`src/rtl/vga_bounce_source.sv`:
```
// Pixel source for the VGA driver: white frame border, a bouncing box and a background fill.
// Box motion is applied once per frame at the start of vertical blanking.
module vga_bounce_source #(
  parameter int unsigned H_ACTIVE     = 640,
  parameter int unsigned V_ACTIVE     = 480,
  parameter int unsigned BOX_SIZE     = 32,
  parameter int unsigned STEP_X       = 2,
  parameter int unsigned STEP_Y       = 1,
  parameter logic [11:0] BOX_COLOR    = 12'hF00,
  parameter logic [11:0] BG_COLOR     = 12'h008,
  parameter logic [11:0] BORDER_COLOR = 12'hFFF
) (
  input  logic        clk,
  input  logic        rst,
  input  logic [9:0]  HCount,
  input  logic [9:0]  VCount,
  input  logic        pause,
  output logic [11:0] RGB_out,
  output logic        frame_tick,
  output logic [7:0]  bounce_count
);

  localparam int unsigned PW = 11;
  localparam logic [PW-1:0] MAX_X    = PW'(H_ACTIVE - BOX_SIZE);
  localparam logic [PW-1:0] MAX_Y    = PW'(V_ACTIVE - BOX_SIZE);
  localparam logic [PW-1:0] STEP_XW  = PW'(STEP_X);
  localparam logic [PW-1:0] STEP_YW  = PW'(STEP_Y);
  localparam logic [PW-1:0] H_ACT_W  = PW'(H_ACTIVE);
  localparam logic [PW-1:0] V_ACT_W  = PW'(V_ACTIVE);
  localparam logic [PW-1:0] H_LAST_W = PW'(H_ACTIVE - 1);
  localparam logic [PW-1:0] V_LAST_W = PW'(V_ACTIVE - 1);
  localparam logic [PW-1:0] BOX_W    = PW'(BOX_SIZE);

  logic [9:0]  box_x_q, box_x_d, box_y_q, box_y_d;
  logic        dir_x_q, dir_x_d, dir_y_q, dir_y_d;
  logic [9:0]  vcount_q;
  logic [11:0] rgb_d;
  logic        tick_d;
  logic [7:0]  bounce_d;
  logic [11:0] ax_x, ax_y;
  logic [PW-1:0] h_w, v_w, bx_w, by_w;

  // One axis step: returns {bounced, new_dir, new_pos}; 11-bit math avoids wrap before compare
  function automatic logic [11:0] step_axis(input logic [9:0] pos, input logic dir,
                                            input logic [PW-1:0] step, input logic [PW-1:0] max);
    logic [PW-1:0] pos_w;
    logic [PW-1:0] sum;
    logic [PW-1:0] dif;
    pos_w = {1'b0, pos};
    sum   = pos_w + step;
    dif   = pos_w - step;
    if (!dir) begin
      if (sum >= max) step_axis = {1'b1, 1'b1, max[9:0]};
      else            step_axis = {1'b0, 1'b0, sum[9:0]};
    end else begin
      if (pos_w <= step) step_axis = {1'b1, 1'b0, 10'd0};
      else               step_axis = {1'b0, 1'b1, dif[9:0]};
    end
  endfunction

  always_comb begin
    tick_d   = (VCount == 10'(V_ACTIVE)) && (vcount_q != 10'(V_ACTIVE));
    ax_x     = step_axis(box_x_q, dir_x_q, STEP_XW, MAX_X);
    ax_y     = step_axis(box_y_q, dir_y_q, STEP_YW, MAX_Y);
    box_x_d  = box_x_q;
    box_y_d  = box_y_q;
    dir_x_d  = dir_x_q;
    dir_y_d  = dir_y_q;
    bounce_d = bounce_count;
    if (tick_d && !pause) begin
      box_x_d = ax_x[9:0];
      dir_x_d = ax_x[10];
      box_y_d = ax_y[9:0];
      dir_y_d = ax_y[10];
      if (ax_x[11] || ax_y[11]) bounce_d = bounce_count + 8'd1;
    end
  end

  // Pixel priority: blanking, border, box, background
  always_comb begin
    h_w  = {1'b0, HCount};
    v_w  = {1'b0, VCount};
    bx_w = {1'b0, box_x_q};
    by_w = {1'b0, box_y_q};
    if (h_w >= H_ACT_W || v_w >= V_ACT_W) begin
      rgb_d = 12'h000;
    end else if (h_w == 11'd0 || h_w == H_LAST_W || v_w == 11'd0 || v_w == V_LAST_W) begin
      rgb_d = BORDER_COLOR;
    end else if (h_w >= bx_w && h_w < bx_w + BOX_W && v_w >= by_w && v_w < by_w + BOX_W) begin
      rgb_d = BOX_COLOR;
    end else begin
      rgb_d = BG_COLOR;
    end
  end

  always_ff @(posedge clk or negedge rst) begin
    if (!rst) begin
      box_x_q      <= 10'd0;
      box_y_q      <= 10'd0;
      dir_x_q      <= 1'b0;
      dir_y_q      <= 1'b0;
      vcount_q     <= 10'd0;
      RGB_out      <= 12'h000;
      frame_tick   <= 1'b0;
      bounce_count <= 8'd0;
    end else begin
      box_x_q      <= box_x_d;
      box_y_q      <= box_y_d;
      dir_x_q      <= dir_x_d;
      dir_y_q      <= dir_y_d;
      vcount_q     <= VCount;
      RGB_out      <= rgb_d;
      frame_tick   <= tick_d;
      bounce_count <= bounce_d;
    end
  end

endmodule

```
`config.mk`:
```
export PLATFORM = sky130hd
export DESIGN_NAME = vga_bounce_source
export DESIGN_NICKNAME = d
export VERILOG_FILES = /design/src/rtl/vga_bounce_source.sv
export SDC_FILE = /design/constraint.sdc
export NUM_CORES = 1
export LEC_CHECK = 0
export CAP_MARGIN = 20
export CELL_PAD_IN_SITES_DETAIL_PLACEMENT = 1
export CELL_PAD_IN_SITES_GLOBAL_PLACEMENT = 2
export CORE_ASPECT_RATIO = 2
export CORE_UTILIZATION = 35
export CTS_BUF_LIST = sky130_fd_sc_hd__clkbuf_4 sky130_fd_sc_hd__clkbuf_8
export DETAILED_ROUTE_END_ITERATION = 8
export GPL_TIMING_DRIVEN = 0
export PLACE_DENSITY = 0.93
export SLEW_MARGIN = 5
export SYNTH_ARGS = -nofsm -noshare
export SYNTH_HDL_FRONTEND = slang
export SYNTH_SLANG_ARGS = --single-unit
```
`constraint.sdc`:
```
create_clock -name clk -period 3 [get_ports clk]
set_clock_uncertainty 0.05 [all_clocks]
set_input_delay 0.6 -clock clk [delete_from_list [all_inputs] [get_ports clk]]
set_output_delay 0.6 -clock clk [all_outputs]
set_load 0.01 [all_outputs]
```
Word-level counts from Yosys, hierarchy flattened:

Index checks and enable logic that the tools add are counted.

* $add $sub $neg: 7
* multipliers: 0
* div/mod/pow operators: 0
* order comparisons: 10
* equal/unequal tests: 4
* shift operators: 0
* multiplexer cells: 9
* bitwise operators: 0
* reduce and logical (&&, ||, !) cells: 14

Operator list (number)
* two-way mux 12 bit: 9
* adder 10 x 6 -> 11 bit, second input constant: 2
* less-than comparator 10 x 11 -> 1 bit: 2
* == test 10 x 9 -> 1 bit, second input constant: 2
* >= comparator 10 bit: 2
* zero test 10 bit: 2
* adder 10 x 1 -> 11 bit, second input constant: 1
* adder 10 x 2 -> 11 bit, second input constant: 1
* >= comparator 11 x 10 -> 1 bit, second input constant: 1
* >= comparator 11 x 9 -> 1 bit, second input constant: 1
* == test 10 bit, second input constant: 1
* >= comparator 10 bit, second input constant: 1
* >= comparator 10 x 9 -> 1 bit, second input constant: 1
* <= comparator 10 x 1 -> 1 bit, second input constant: 1
* <= comparator 10 x 2 -> 1 bit, second input constant: 1
* inequality test 10 x 9 -> 1 bit, second input constant: 1
* subtractor 10 x 1 -> 10 bit, second input constant: 1
* subtractor 10 x 2 -> 10 bit, second input constant: 1
* adder 8 x 1 -> 8 bit, second input constant: 1
* logical AND 1 bit: 5
* logical OR 1 bit: 5
* AND reduction 2 bit: 1
* zero test 1 bit: 1

* flip-flop bits (word level): 53
* latch bits: 0
* RAM bits: 0
* memory bits (read-only): 0
* bits of input ports: 23
* output and inout port bits: 21
* logic and storage cells: 52
* memories: 0

Logic depth before layout (Yosys ltp):

* word-level depth: 8
* gate-level depth with buffers: 12
* gate-level depth less buffers: 11

Worst setup path after synthesis:

OpenSTA, ideal clock, no wires.

* kind: register -> register
* start point: register box_x_q[5]
* end point: register RGB_out[3]
* setup time: 0.119 ns
* arrival: 2.168 ns
* required time: 2.831 ns
* slack: 0.663 ns
* stages on the path, launching flop included: 12
* buffers on the path: 1
* period minus slack after synthesis: 2.337 ns
* cells stage by stage: dfrtp_1 -> buf_2 -> inv_1 -> ha_1 -> inv_1 -> ha_1 -> a21o_1 -> a2111oi_0 -> a21oi_1 -> a21oi_1 -> nand3_1 -> o21a_1

* longest elaborated chain between the ends: 8
* elaborated cells on any way between the ends: 9
* those cells by class: add/sub (1); order compare (2); mux (3); reduce/logical (3)

Ends and longest elaborated chain
* start: declaration: RTL line 34 `logic [9:0] box_x_q, box_x_d, box_y_q, box_y_d;`
* start signal: assignment: RTL line 107 `box_x_q <= box_x_d;`
* adder 10 x 6 -> 11 bit: RTL line 89 `end else if (h_w >= bx_w && h_w < bx_w + BOX_W && v_w >= by_w && v_w < by_w + BOX_W) begin`
* less-than comparator 10 x 11 -> 1 bit: RTL line 89
* logical AND 1 bit (*) (3 in a row): RTL line 89
* two-way mux 12 bit (*): RTL line 89
* two-way mux 12 bit (*): RTL line 87 `end else if (h_w == 11'd0 || h_w == H_LAST_W || v_w == 11'd0 || v_w == V_LAST_W) begin`
* two-way mux 12 bit (*): RTL line 85 `if (h_w >= H_ACT_W || v_w >= V_ACT_W) begin`
* named net rgb_d[3]: RTL line 37 `logic [11:0] rgb_d;`
* end signal: assignment: RTL line 112 `RGB_out <= rgb_d;`
* end: declaration: RTL line 18 `output logic [11:0] RGB_out,`

The timed path passes the listed nets; every way through them passes the cells marked *.
A chain may end at the register's enable or synchronous reset.

Worst setup path in the final report:

* start point: input port VCount[8]
* end point: register bounce_count[1]

* longest elaborated chain between the ends: 4

Ends and longest elaborated chain
* start: declaration: RTL line 16 `input logic [9:0] VCount,`
* == test 10 x 9 -> 1 bit: RTL line 62 `tick_d = (VCount == 10'(V_ACTIVE)) && (vcount_q != 10'(V_ACTIVE));`
* logical AND 1 bit: RTL line 62
* logical AND 1 bit: RTL line 70 `if (tick_d && !pause) begin`
* AND reduction 2 bit (no line)
* end signal: assignment: RTL line 114 `bounce_count <= bounce_d;`
* end: declaration: RTL line 20 `output logic [7:0] bounce_count`

Every way passes these cells.

==> flow_summary.toml <==
[run_status]
status = "completed"

[floorplanning]
design.core.area_um2 = 9830
pin_count = 44
die_y_um = 145
std_cell_rows = 51
die_area_um2 = 10700
fp.dieW_um = 73.5
initial_core_util = 0.364

[drt]
ant_nets = 0
routed_wl_mm = 11.1
drc = 0
vias = 3404
viasPerCell = 5.65
first_pass_iters = 4
routedWlPerCell_um = 18.4
dr.first_iter.drc_count = 113

[clock_tree]
cts_hold_buf = 0
cts_buffers = 5
clk_path_buf_depth = 2
clock_latency_ns = 0.31
clock_sinks = 43
h-tree-depth = 2
cts_tree = "done"
clk_pin_slew_ns = 0.10
root_buffer = "clkbuf_8"

[yosys]
yosysWarnings = 0
synth_edf_count = 0
synth_area_um2 = 3580
synth-seq-cells = 43
syn_nets = 480
ys_types = 65
ys_seq_area_frac = 0.301
synth_area_per_cell_um2 = 8.58
async_flop_share = 1.00
syn_inst = 417
synth_flop_cell = "dfrtp_1"

[timing]
max_freq_ghz = 0.354
setup_ws_ns = 0.173
rsz0062_at_grt = "false"
maxSlewHeadroom = 0.602
post-route-period-util = 0.942
final-hold-violation-count = 0
setup_viol = 0
worstMarginPinSlew_ns = 0.593
min_period_ns = 2.83
timing.setup.tns_ns = 0
slew_violations = 0

[finish]
final_common_cell = "dfrtp_1"
nFillCells = 1224
area_delta_synth_final_pct = 20.5
layout-drive-gt1-share = 0.104
layout_common_cells = "dfrtp_1 (43), clkdlybuf4s50_1 (42), ha_1 (40)"
nets = 532
final_util = 0.439
final_area_um2 = 4310
antenna_cells = 0

[pwr]
p_leak_nw = 1.72
p_per_area_nw_per_um2 = 265
vdd_ir_drop_max_uv = 236

[placed_design]
io_buffer_count = 43
placed_cell_area_um2 = 4190
hpwl_mm = 8.84
place_congestion = 0.868
place_ws_ns = -0.466

[setup_path]
r2r_setup_slack_ns = 0.17
crit_fanout = 10
end_kind = "register"
critPathArrivalTime_ns = 2.97
crit_required_ns = 3.14
criticalPathCategory = "in2reg"
start_kind = "primary input"

[global_routing]
grt_max_degree = 38
antenna_found_initial = 0
grt_overflow = 0
grt_pass1_vias = 3744
grt_usage = 0.222
grt_pass1_wl_mm = 18.4

[run]
cap_violations = 0

[min_path]
worstHoldPathType = "in2async"
-- critical path: stages --
cell and delay, ns:
clkdlybuf4s50_1 0.59, nand3_1 0.15, nor3b_2 0.26, nand4_1 0.18
or2_0 0.25, clkbuf_2 0.25, a21oi_4 0.25, buf_12 0.15
mux2_4 0.29
-- layout make-up --
class	instances	area (µm²)	area share
Tap cell	132	165	0.0383
Clock buffer	5	68.8	0.0160
Clock inverter	3	23.8	0.00552
Inverter	30	113	0.0261
Buffer	29	169	0.0392
Sequential cell	43	1080	0.250
Timing Repair Buffer	45	465	0.108
Multi-Input combinational cell	315	2230	0.517
-- path summary, 6_finish.rpt --
kind / startpoint / end / depth (start not counted)
worst max-delay path: VCount[8] / bounce_count[1]$_DFFE_PN0P_ / 9
worst min-delay path: rst / box_x_q[2]$_DFFE_PN0P_ / 1
worst max register to register: box_x_q[1]$_DFFE_PN0P_ / bounce_count[1]$_DFFE_PN0P_ / 8
worst min register to register: bounce_count[7]$_DFFE_PN0P_ / bounce_count[7]$_DFFE_PN0P_ / 1
max in group asynchronous: rst / frame_tick$_DFF_PN0_ / 2
min in group clk: bounce_count[7]$_DFFE_PN0P_ / bounce_count[7]$_DFFE_PN0P_ / 1
-- stage by stage --
stage               hold slack, ns  total power, mW  std cells
floorplan                    0.254            0.669        417
global placement             0.414            0.743        592
detailed placement           0.414            0.754        593
CTS                         0.0632             1.17        602
global route                0.0662             1.20        602
finish                      0.0756             1.14        602
-- cells by family after synthesis --
kind of cell | Yosys count | share of synthesized area
buf+inv | 59 | 0.0780
xor+xnor | 14 | 0.0343
simple gates | 138 | 0.202
compound gates | 119 | 0.232
mux | 4 | 0.0126
flops | 43 | 0.301
fa+ha+maj | 40 | 0.140
-- synth_stat cells (2+ instances only) --
library cell,instances,share of area
nor3_1,15,0.021
o211ai_1,2,0.0042
o21a_1,3,0.0063
a211oi_1,3,0.0063
o31ai_1,3,0.0063
o21ai_1,13,0.018
ha_1,40,0.14
xnor2_1,13,0.032
nand2b_1,7,0.012
inv_1,30,0.031
mux2i_1,3,0.0084
a2111oi_0,2,0.0049
and3_1,5,0.0087
nand4_1,11,0.019
a221o_1,2,0.0056
and2_1,3,0.0052
or3_1,3,0.0052
nor2_1,23,0.024
buf_4,13,0.027
o221ai_1,4,0.0098
dfrtp_1,43,0.30
nand2_1,29,0.030
o2111ai_1,3,0.0073
nor2b_1,3,0.0052
a211o_1,3,0.0073
nor4_1,5,0.0087
o32ai_1,4,0.0098
o21ai_0,26,0.036
a41oi_1,2,0.0049
buf_2,7,0.0098
a31oi_1,2,0.0035
clkbuf_1,8,0.0084
nand3_1,23,0.032
a21o_1,3,0.0063
o22ai_1,5,0.0087
a21oi_1,24,0.034
-- metal layers --
metal,wire [µm],global-route usage,up-vias
met5,0,0,-
met4,313,0.0923,0
met3,266,0.0278,20
met2,6300,0.421,54
met1,4180,0.231,1704
li1,-,-,1626
-- what timing repair did --
item                                    4_1_cts  5_1_grt
endpoints found under the setup margin        9       19
buffers inserted                              1        0
gates resized for setup                       2        3
-- registers in the layout, summed over array words and instances (netlist names) --
signal,flops
RGB_out,3
bounce_count,8
box_x_q,9
box_y_q,10
dir_x_q,1
dir_y_q,1
frame_tick,1
vcount_q,10
-- power by group --
| group | switching (mW) | total [mW] | leakage (nW) | internal (mW) |
|---|---|---|---|---|
| Sequential | 0.00650 | 0.595 | 0.561 | 0.589 |
| Clock | 0.232 | 0.399 | 0.0408 | 0.167 |
| Combinational | 0.0790 | 0.147 | 1.11 | 0.0684 |
| Total | 0.318 | 1.14 | 1.72 | 0.824 |
Note: power is estimated with default switching activity, not from simulation.
==> variant 1: new RTL, same settings <==
Put one more register stage on the output `bounce_count`, cleared by the reset. The value now appears one clock later. The other outputs are not delayed to match.
--- a/src/rtl/vga_bounce_source.sv
+++ b/src/rtl/vga_bounce_source.sv
@@ -31,4 +31,6 @@
   localparam logic [PW-1:0] V_LAST_W = PW'(V_ACTIVE - 1);
   localparam logic [PW-1:0] BOX_W    = PW'(BOX_SIZE);
+
+  logic [7:0] bounce_count_s0;
 
   logic [9:0]  box_x_q, box_x_d, box_y_q, box_y_d;
@@ -67,5 +69,5 @@
     dir_x_d  = dir_x_q;
     dir_y_d  = dir_y_q;
-    bounce_d = bounce_count;
+    bounce_d = bounce_count_s0;
     if (tick_d && !pause) begin
       box_x_d = ax_x[9:0];
@@ -73,5 +75,5 @@
       box_y_d = ax_y[9:0];
       dir_y_d = ax_y[10];
-      if (ax_x[11] || ax_y[11]) bounce_d = bounce_count + 8'd1;
+      if (ax_x[11] || ax_y[11]) bounce_d = bounce_count_s0 + 8'd1;
     end
   end
@@ -103,5 +105,5 @@
       RGB_out      <= 12'h000;
       frame_tick   <= 1'b0;
-      bounce_count <= 8'd0;
+      bounce_count_s0 <= 8'd0;
     end else begin
       box_x_q      <= box_x_d;
@@ -112,5 +114,13 @@
       RGB_out      <= rgb_d;
       frame_tick   <= tick_d;
-      bounce_count <= bounce_d;
+      bounce_count_s0 <= bounce_d;
+    end
+  end
+
+  always_ff @(posedge clk or negedge rst) begin
+    if (!rst) begin
+      bounce_count <= '0;
+    end else begin
+      bounce_count <= bounce_count_s0;
     end
   end
Check against the original RTL: no difference found for any inputs over 10 cycles, from zero or initial values and one cycle with rst low; that may be too few to reach the edited logic, so the function may still have changed.
==> variant 1 against the original RTL <==
- synthesized area up 2.0%
- combinational power grew 5%
- setup slack got worse by 0.12 ns
- sequential share of layout area grew 3.7 points
- total power increased by 12%
- sequential cell count is 8 higher
- first-iteration DRC count rose by 19%
- hold slack better by 0.057 ns
- routed wire length down 0.78%
- critical path depth decreased by 1
- count of clock-buffer cells in the layout up 1
- cell area is 3.4% higher
- cell count is 0.83% lower
- critical endpoint is now bounce_count_s0[1]
- highest routed layer unchanged
==> variant 1: results (changes against the original RTL) <==
Outcome
  – Status: finished, final reports clean

Placement
  – Post-Place Cell Area: 4260 um2 (+1.8%)
  – Gpl congestion: 0.876 (+0.98%)
  – Pre-CTS WS: -0.558 ns (-0.0923 ns)
  – Dpl cells: 586 (-1.2%)

Global route
  – First-pass GRT wire length: 17.8 mm (-3.6%)
  – Largest net degree at the start of global routing: 39 (+2.6%)
  – Number of global-route vias before repair: 3658 (-2.3%)
  – Overall routing resource usage: 21.5% (-0.62 points)
  – Met2 GRT Util: 43.6% (+1.5 points)

Synth
  – Mapped Cells: 407 (-2.4%)
  – Mux contribution to synthesized area: 1.20% (-0.059 points)
  – Syn Nets: 470 (-2.1%)
  – Post-synth cell types: 58 (-11%)
  – Post-Synth Adder-Cell Area: 13.7% (-0.27 points)
  – XOR/XNOR Fraction of Synth Area: 3.84% (+0.41 points)
  – Fraction of the mapped netlist area in compound gates: 20.9% (-2.4 points)
  – Sequential area share after synthesis: 35.0% (+4.9 points)
  – Commonest cells post-synth: dfrtp_1 (51), a21oi_1 (40), ha_1 (40), inv_1 (31), nor2_1 (26)

Critical path
  – Critical path's slowest cell: dfrtp_2
  – Kind of critical path: reg2reg
  – Critical Path Start: box_y_q[5]
  – CP max stage delay: 0.43 ns (-0.16 ns)
  – R2r endpoint: bounce_count_s0[1]

Routing
  – Routed wl met2: 6.70 mm (+6.3%)
  – Met3 wire length: 199 um (-25%)
  – Vias per cell: 5.65 (about the same)

Pwr
  – Leakage: 0.00194 uW (+13%)
  – Worst VDD drop: 0.000142 V (-40%)
  – NetSw: 334 uW (+5.1%)

STA
  – Min Tclk post-route: 2.94 ns (+0.116 ns)
  – Worst Hold Margin: 0.133 ns (+0.0570 ns)
  – Rel. slew slack: 61.5% (+1.3 points)

Layout
  – Fill cells: 1223 (-0.082%)

Clocking
  – Post-cts resize count: 10 (+8)
-- variant 1: cell types whose count changed in the layout (fill, tap and decap cells not counted), sizes merged, moves of 6 or more --
cell	delta
clkdlybuf4s50	-6
nand3	-8
a21oi	+15
nand2	-9
o21ai	-13
dfrtp	+8
-- variant 1: power groups by stage --
| stage | Combinational (uW) | Clock (uW) | Sequential [uW] |
|---|---|---|---|
| 2_1_floorplan | 69.3 | 0 | 718 |
| 3_3_place_gp | 147 | 0 | 719 |
| 6_report | 154 | 412 | 708 |
| 4_1_cts | 158 | 430 | 706 |
| 3_5_place_dp | 158 | 0 | 720 |
| 5_1_grt | 174 | 450 | 709 |
-- variant 1: final cells by class --
cell class              count  area [um2]  area share (%)
inverters                  31         116            2.61
repair buffers             49         487            10.9
multi-input cells         300        2180            48.8
well taps                 135         169            3.79
clock inverters             2        12.5           0.281
flip-flops and latches     51        1280            28.7
plain buffers              23         141            3.17
clock buffers               6        76.3            1.71
==> variant 2: new RTL, same settings <==
Made on the original files. The parameter `H_ACTIVE` goes from 640 to 480.
--- a/src/rtl/vga_bounce_source.sv
+++ b/src/rtl/vga_bounce_source.sv
@@ -2,5 +2,5 @@
 // Box motion is applied once per frame at the start of vertical blanking.
 module vga_bounce_source #(
-  parameter int unsigned H_ACTIVE     = 640,
+  parameter int unsigned H_ACTIVE     = 480,
   parameter int unsigned V_ACTIVE     = 480,
   parameter int unsigned BOX_SIZE     = 32,
Function: changed (a bounded check fails within 4 cycles, from zero or initial values and one cycle with rst low).
==> variant 2 against the original RTL <==
- cell area increased by 0.41%
- synthesized area rose by 0.14%
- die area is 0.14% higher
- first-iteration DRC count shrank 18%
- sequential cell count unchanged
- setup slack got worse by 0.044 ns
- via count fell by 0.68%
- total power up 6.8%
- utilization is 0.18 points higher
- routed wire length increased by 4.6%
==> variant 2: results (changes against the original RTL) <==
Outcome
  – Status: finished, final reports clean

Pwr
  – Worst VDD drop: 0.000136 V (-42%)
  – Leakage: 0.00182 uW (+6.0%)

Global route
  – Overall routing resource usage: 23.4% (+1.2 points)
  – Number of global-route vias before repair: 3815 (+1.9%)
  – Largest net degree at the start of global routing: 24 (-37%)
  – First-pass GRT wire length: 19.0 mm (+3.0%)

Layout
  – Nets: 512 (-3.8%)
  – Layout cells sized above 1: 10.9% (+0.49 points)

STA
  – Rel. slew slack: 48.6% (-12 points)

Routing
  – Average wire per standard cell: 19.9 um (+8.4%)
  – Drt total wl: 11.6 mm (+4.6%)
  – DR vias: 3381 (-0.68%)
  – Initial DRC count: 93 (-18%)

Critical path
  – CP max stage delay: 0.62 ns (+0.03 ns)
  – Critical path arrival: 3.04 ns (+0.07 ns)

Placement
  – Dpl cells: 574 (-3.2%)
  – Post-Place Cell Area: 4200 um2 (+0.30%)
  – Pre-CTS WS: -0.326 ns (+0.140 ns)

Synth
  – Post-synth cell types: 67 (+3.1%)
  – Syn Nets: 461 (-4.0%)
  – Avg Inst Size Synth: 9.00 um2 (+4.9%)
  – Top cells by area, synth: dfrtp_1 (30%), ha_1 (14%), a21oi_1 (4.1%)
  – Commonest cells post-synth: dfrtp_1 (43), ha_1 (40), a21oi_1 (29), inv_1 (28), o21ai_0 (22)

Clocking
  – Post-CTS Setup Bufs: 0 (-1)
  – Post-cts resize count: 0 (-2)
[variant 2: cell types whose count changed after synthesis, moves of 5 or more]
cell     before  now
a31oi_1       2    9
xor2_1        1    6
a21o_1        3   12
nand3_1      23   17
a21oi_1      24   29
o21ai_1      13    1
nand2_1      29   18
[variant 2: cell type report]
cell class                      count  area, um2
Buffer                             22        133
Clock buffer                        6       76.3
Clock inverter                      1       30.0
Fill cell                        1205       5500
Inverter                           28        105
Multi-Input combinational cell    305       2290
Sequential cell                    43       1080
Tap cell                          132        165
Timing Repair Buffer               44        453
[variant 2: path summary, 6_finish.rpt]
| kind | end | cells past startpoint | slack [ns] | start |
|---|---|---|---|---|
| max in group asynchronous | box_x_q[7] | 2 | 2.12 | rst |
| worst max register to register | bounce_count[1] | 7 | 0.16 | box_y_q[5] |
| min in group clk | bounce_count[7] | 1 | 0.42 | bounce_count[7] |
| worst min-delay path | vcount_q[3] | 1 | 0.24 | rst |
| worst max-delay path | box_x_q[9] | 7 | 0.13 | VCount[8] |
| worst min register to register | bounce_count[7] | 1 | 0.42 | bounce_count[7] |
[variant 2: cells by family (layout without fill, tap and decap cells)]
logic type | count (synthesis) | after routing | synth area share, %
buffers and inverters | 50 | 101 | 6.57
flip-flops | 43 | 43 | 30.0
multiplexers | 1 | 1 | 0.419
AND/OR/NAND/NOR | 123 | 123 | 20.0
XOR/XNOR | 15 | 15 | 3.67
adder cells (fa/ha/maj) | 40 | 40 | 14.0
AO/OA/AOI/OAI | 126 | 126 | 25.3
[variant 2: power breakdown]
part           leakage [uW]  switching, uW  internal (uW)  total [uW]
clock             0.0000547            224            254         478
sequential         0.000530           6.77            589         596
combinational       0.00123           76.9           68.5         145
total               0.00182            308            911        1220
[variant 2: stage by stage]
stage	hold slack, ns	utilization (%)
after floorplan	0.254	-
after global placement	0.408	42.5
after detailed placement	0.415	42.7
after CTS	0.260	43.8
after global routing	0.293	44.0
final	0.239	44.0
[variant 2: worst reg2reg max path, cell delays in order (launching register included)]
cell     delay, ns
dfrtp_1       0.60
ha_1          0.36
and4_1        0.26
nand4_1       0.14
a21oi_2       0.38
nand2_1       0.27
a32oi_2       0.34
mux2_4        0.33
[variant 2: metal layers]
layer,vias up,wire length [um],global-route usage [%]
met5,-,0,0
met4,0,498,13.4
met3,35,157,2.43
met2,52,6910,45.7
met1,1695,4000,21.9
li1,1599,-,-
